<file path="config.mk">
export PLATFORM = sky130hd
export DESIGN_NAME = id_stage
export DESIGN_NICKNAME = d
export VERILOG_FILES = /design/src/rtl/id_stage.sv
export SDC_FILE = /design/constraint.sdc
export NUM_CORES = 2
export LEC_CHECK = 0
export CAP_MARGIN = 10
export CORE_ASPECT_RATIO = 0.5
export CORE_MARGIN = 2
export CORE_UTILIZATION = 40
export CTS_BUF_LIST = sky130_fd_sc_hd__clkbuf_8
export DETAILED_ROUTE_END_ITERATION = 6
export GPL_TIMING_DRIVEN = 1
export PLACE_DENSITY = 0.66
export SLEW_MARGIN = 20
export SYNTH_ARGS = -nofsm -noshare
export SYNTH_HDL_FRONTEND = slang
export SYNTH_SLANG_ARGS = --single-unit
export TNS_END_PERCENT = 1
</file>
<file path="constraint.sdc">
create_clock -name clk -period 34.9 [get_ports clk]
set_clock_uncertainty 0.05 [all_clocks]
set_input_delay 5.235 -clock clk [delete_from_list [all_inputs] [get_ports clk]]
set_output_delay 5.235 -clock clk [all_outputs]
set_load 0.01 [all_outputs]
</file>
<file path="src/rtl/id_stage.sv">
// id_stage: instruction-decode stage of the 5-stage 64-bit CPU.
//
// Purpose:
//   Holds the 8 x DATA_W register file and splits the 32-bit instruction
//   into its fields. It produces the two source operands, with a bypass from
//   the write-back port, a sign-extended immediate, the branch target and the
//   EX/MEM/WB control bundles. It also detects load-use hazards and requests
//   a one-cycle stall of IF.
//
// Ports:
//   clk, reset      - stage clock; asynchronous active-high reset that
//                     clears the register file
//   instr           - instruction word from the IF/ID register
//   flush           - branch-taken squash from EX; forces a bubble
//   wb_we/wb_wreg/wb_data - write-back port from WB
//   ex_mem_read/ex_wreg   - load-in-EX information used for hazard detection
//   ID_reg_data1/2  - rs1 / rs2 operands
//   ID_imm          - sign-extended instr[15:0]
//   ID_Wreg         - destination register index (rd)
//   ID_addr_ins     - branch target instr[8:0]
//   ID_EX_CTRL      - {alu_src_imm, alu_op[3:0]}
//   ID_MEM_CTRL     - memory write (store)
//   ID_WB_CTRL      - {reg_write, mem_to_reg}
//   stall           - hold the PC and the IF/ID register this cycle
module id_stage #(
  parameter int DATA_W    = 64,
  parameter int NREG_LOG2 = 3,
  parameter int PC_W      = 9
) (
  input  logic                 clk,
  input  logic                 reset,
  input  logic [31:0]          instr,
  input  logic                 flush,
  input  logic                 wb_we,
  input  logic [NREG_LOG2-1:0] wb_wreg,
  input  logic [DATA_W-1:0]    wb_data,
  input  logic                 ex_mem_read,
  input  logic [NREG_LOG2-1:0] ex_wreg,
  output logic [DATA_W-1:0]    ID_reg_data1,
  output logic [DATA_W-1:0]    ID_reg_data2,
  output logic [DATA_W-1:0]    ID_imm,
  output logic [NREG_LOG2-1:0] ID_Wreg,
  output logic [PC_W-1:0]      ID_addr_ins,
  output logic [4:0]           ID_EX_CTRL,
  output logic                 ID_MEM_CTRL,
  output logic [1:0]           ID_WB_CTRL,
  output logic                 stall
);

  localparam int NREG = 1 << NREG_LOG2;

  typedef enum logic [3:0] {
    OP_NOP  = 4'd0,
    OP_ADD  = 4'd1,
    OP_SUB  = 4'd2,
    OP_AND  = 4'd3,
    OP_OR   = 4'd4,
    OP_XOR  = 4'd5,
    OP_ADDI = 4'd6,
    OP_LD   = 4'd7,
    OP_ST   = 4'd8,
    OP_BEQ  = 4'd9,
    OP_SHL  = 4'd10,
    OP_SHR  = 4'd11
  } opcode_e;

  logic [3:0]           opcode;
  logic [NREG_LOG2-1:0] rd, rs1, rs2;
  logic [15:0]          imm16;

  logic [DATA_W-1:0] rf_q [NREG];
  logic [DATA_W-1:0] rf_d [NREG];

  logic [3:0] alu_op;
  logic       alu_src_imm, mem_wr, reg_write, mem_to_reg, reads_rs2;
  logic       hazard, bubble;

  // instr[18:16] is not part of any field.
  logic unused_instr_bits;

  assign opcode = instr[31:28];
  assign rd     = instr[27:25];
  assign rs1    = instr[24:22];
  assign rs2    = instr[21:19];
  assign imm16  = instr[15:0];
  assign unused_instr_bits = ^instr[18:16];

  // Writes to R0 are dropped, so rf_q[0] never leaves zero.
  always_comb begin
    rf_d = rf_q;
    if (wb_we && (wb_wreg != '0)) begin
      rf_d[wb_wreg] = wb_data;
    end
  end

  always_ff @(posedge clk or posedge reset) begin
    if (reset) begin
      for (int i = 0; i < NREG; i++) begin
        rf_q[i] <= '0;
      end
    end else begin
      rf_q <= rf_d;
    end
  end

  // Operand read with write-then-read bypass from WB. Reset forces zero so
  // that nothing in flight leaks through while the file is being cleared.
  always_comb begin
    ID_reg_data1 = '0;
    ID_reg_data2 = '0;
    if (!reset) begin
      if (rs1 != '0) begin
        ID_reg_data1 = (wb_we && (wb_wreg == rs1)) ? wb_data : rf_q[rs1];
      end
      if (rs2 != '0) begin
        ID_reg_data2 = (wb_we && (wb_wreg == rs2)) ? wb_data : rf_q[rs2];
      end
    end
  end

  assign ID_imm      = {{(DATA_W-16){imm16[15]}}, imm16};
  assign ID_Wreg     = rd;
  assign ID_addr_ins = instr[PC_W-1:0];

  // Opcodes 12-15 fall into the default and decode as NOP.
  always_comb begin
    alu_op      = 4'd0;
    alu_src_imm = 1'b0;
    mem_wr      = 1'b0;
    reg_write   = 1'b0;
    mem_to_reg  = 1'b0;
    reads_rs2   = 1'b0;
    case (opcode)
      OP_ADD:  begin alu_op = 4'd1; reg_write = 1'b1; reads_rs2 = 1'b1; end
      OP_SUB:  begin alu_op = 4'd2; reg_write = 1'b1; reads_rs2 = 1'b1; end
      OP_AND:  begin alu_op = 4'd3; reg_write = 1'b1; reads_rs2 = 1'b1; end
      OP_OR:   begin alu_op = 4'd4; reg_write = 1'b1; reads_rs2 = 1'b1; end
      OP_XOR:  begin alu_op = 4'd5; reg_write = 1'b1; reads_rs2 = 1'b1; end
      OP_ADDI: begin alu_op = 4'd1; alu_src_imm = 1'b1; reg_write = 1'b1; end
      OP_LD: begin
        alu_op      = 4'd1;
        alu_src_imm = 1'b1;
        reg_write   = 1'b1;
        mem_to_reg  = 1'b1;
      end
      OP_ST: begin
        alu_op      = 4'd1;
        alu_src_imm = 1'b1;
        mem_wr      = 1'b1;
        reads_rs2   = 1'b1;
      end
      OP_BEQ:  begin alu_op = 4'd2; reads_rs2 = 1'b1; end
      OP_SHL:  begin alu_op = 4'd6; reg_write = 1'b1; reads_rs2 = 1'b1; end
      OP_SHR:  begin alu_op = 4'd7; reg_write = 1'b1; reads_rs2 = 1'b1; end
      default: begin end
    endcase
  end

  // A load in EX whose destination this instruction reads. rs1 is compared
  // for every opcode; rs2 only for opcodes that actually use it.
  assign hazard = ex_mem_read && (ex_wreg != '0) &&
                  ((ex_wreg == rs1) || (reads_rs2 && (ex_wreg == rs2)));

  // Flush outranks stall: a squashed instruction must not hold the PC.
  assign stall  = hazard && !flush && !reset;
  assign bubble = hazard || flush || reset;

  always_comb begin
    ID_EX_CTRL  = '0;
    ID_MEM_CTRL = 1'b0;
    ID_WB_CTRL  = '0;
    if (!bubble) begin
      ID_EX_CTRL  = {alu_src_imm, alu_op};
      ID_MEM_CTRL = mem_wr;
      ID_WB_CTRL  = {reg_write, mem_to_reg};
    end
  end

endmodule
</file>
==> qor.csv <==
metric,value,unit
die_w,365,µm
async_flop_share,100,%
cts_buffers,76,
syn-instance-count,2285,
clock_path_buffers,3,
final_nets,2429,
comb_power_share,24.0,%
synth-edff-count,0,
cp-end-kind,primary output,
largest_reg_flops,448,
ys_ff_latch,448,
p_int,1.15,mW
clkLatencyLatePin,0.62,ns
fmax,0.0695,GHz
grt_pass1_wl,120000,µm
start_kind,primary input,
netlist_area,26000,µm²
criticalPathCategory,in -> out,
fp.dieH,184,µm
rsz0062_at_grt,no,
antenna_found_initial,8,
fin_crit,14.38,ns
finalSetupViolCount,0,
overflow,0,
drt_wl_total,78800,µm
p_sw,0.485,mW
start_util,40.2,%
switching_share,29.7,%
cts.clk_slew.worst_paths,0.06,ns
p_leak,12.4,nW
cp_data_required_time,29.61,ns
syn-num-nets,2392,
syn_avg_cell_area,11.4,µm²
reg_top3,rf_q x448,
cp_data_arrival_time,9.09,ns
postCtsResizedCells,0,
cap_viol_max_count,0,
finalHoldViolations,0,
post_cts_buffers,0,
min_path_type,reg -> reg,
synth_flop_cell,dfrtp_1,
period_share,41.2,%
area_growth,13.2,%
num_rows,66,
power_frac_clock,31.8,%
vias,20100,
powerDensity,55.5,nW/µm²
grt_max_degree,136,
dieArea,67200,µm²
synth_top_cell_by_area,dfrtp_1,
synth_area_leaders,"dfrtp_1 43%, mux2_2 17%, o22ai_1 6.1%",
tns,0,ns
drv_slew,0,
grt_usage,23.0,%
seq_power_share,44.2,%
htreeDepth,3,
synth_cell_types,48,
ant_nets,0,
cp_max_fo,135,
ios,320,
ir_drop,0.0229,mV
io_buffers,220,
drt_first_iter_violations,1815,
synth_warnings,0,
cts.sinks,448,
slew_headroom,31.3,%
cts_tree,done,
gp_congestion,0.775,
wire_per_inst,24.1,µm
grt_pass1_vias,20100,
post-dp-hpwl,42000,µm
via_per_inst,6.14,
top_register,rf_q,
placed_cell_area,27700,µm²
drive_gt1_share,23.9,%
ys_seq_area_share,43.1,%
cts_root_buf,clkbuf_8,
status,completed,
hold_buffers,0,
final_area,29400,µm²
coreArea,64700,µm²
worst_pin_slew,1.03,ns
drc,0,
synth_top_area_share,43.1,%
first_pass_iters,5,
[metal layers]
layer	routed length (µm)	GRT usage, %	up-vias
met2	38300	37.9	752
met1	33100	29.8	10400
met3	4430	3.40	197
li1	-	-	8742
met4	2940	11.4	0
met5	0	0	-
[through the flow]
stage	worst slack (ns)	power, mW	std cells	hold WS, ns	utilization, %
final	20.52	1.63	3269	0.467	45.5
after global routing	20.45	1.71	3269	0.479	45.5
after CTS	20.61	1.64	3260	0.468	45.5
after detailed placement	20.63	1.12	3127	0.450	42.9
after global placement	20.66	1.10	3127	0.445	42.9
after floorplan	16.82	0.999	2285	0.432	-
[cell type report]
class	instances	area (µm²)
fill	5916	35200
multi-input combinational	1534	12900
sequential	448	11200
timing repair buffer	257	2530
clock buffer	105	1450
tap	884	1110
clock inverter	28	235
inverter	5	26.3
antenna	8	20.0
[worst max-delay path, stage by stage]
cell	delay (ns)
buf_6	0.46
buf_12	0.57
or2_2	0.85
buf_4	0.62
o22ai_1	0.15
a21oi_1	0.17
a32o_1	0.27
clkdlybuf4s50_1	0.57
[synthesized netlist by cell type, types with 61 or more instances]
cell      count
dfrtp_1     448
mux2_2      382
o22ai_1     253
mux2i_1     128
nand2_1     128
a32o_1      127
a21oi_1     126
a21o_1      124
nor3b_1     124
buf_4        87
buf_2        67
mux2_1       66
clkbuf_1     63
buf_6        61
[power groups by stage]
stage	logic (mW)	registers, mW	clock network, mW
after floorplan	0.293	0.706	0
after global placement	0.383	0.719	0
after detailed placement	0.390	0.727	0
after CTS	0.391	0.718	0.528
after global routing	0.424	0.736	0.553
final	0.391	0.722	0.520
[cells in the final DEF (no fill, tap or decap), types with 124 or more instances in the layout]
| cell type | count |
|---|---|
| mux2i_1 | 128 |
| a21o_1 | 124 |
| a21oi_1 | 126 |
| nand2_1 | 128 |
| dfrtp_1 | 448 |
| nor3b_1 | 124 |
| o22ai_1 | 253 |
| clkdlybuf4s50_1 | 214 |
| mux2_2 | 382 |
| a32o_1 | 127 |
[kinds of logic after synthesis]
kind of cell | share of synthesized area (%)
AOI/OAI and AO/OA | 17.6
xor gates and xnor gates | 0.467
buffers and inverters | 7.71
DFF | 43.1
muxes | 24.3
other | 0.0144
and+or+nand+nor | 6.83
[path summary, 6_finish.rpt]
kind	endpoint	start	depth (start not counted)	slack, ns
max	ID_reg_data2[9]	instr[20]	8	20.52
min	rf_q[24]	rf_q[24]	1	0.47
max reg2reg	rf_q[53]	rf_q[53]	1	34.02
min reg2reg	rf_q[24]	rf_q[24]	1	0.47
max in group asynchronous	rf_q[153]	reset	7	26.59
min in group asynchronous	rf_q[171]	reset	3	5.20
No activity file was read; power rests on OpenSTA's default activity.
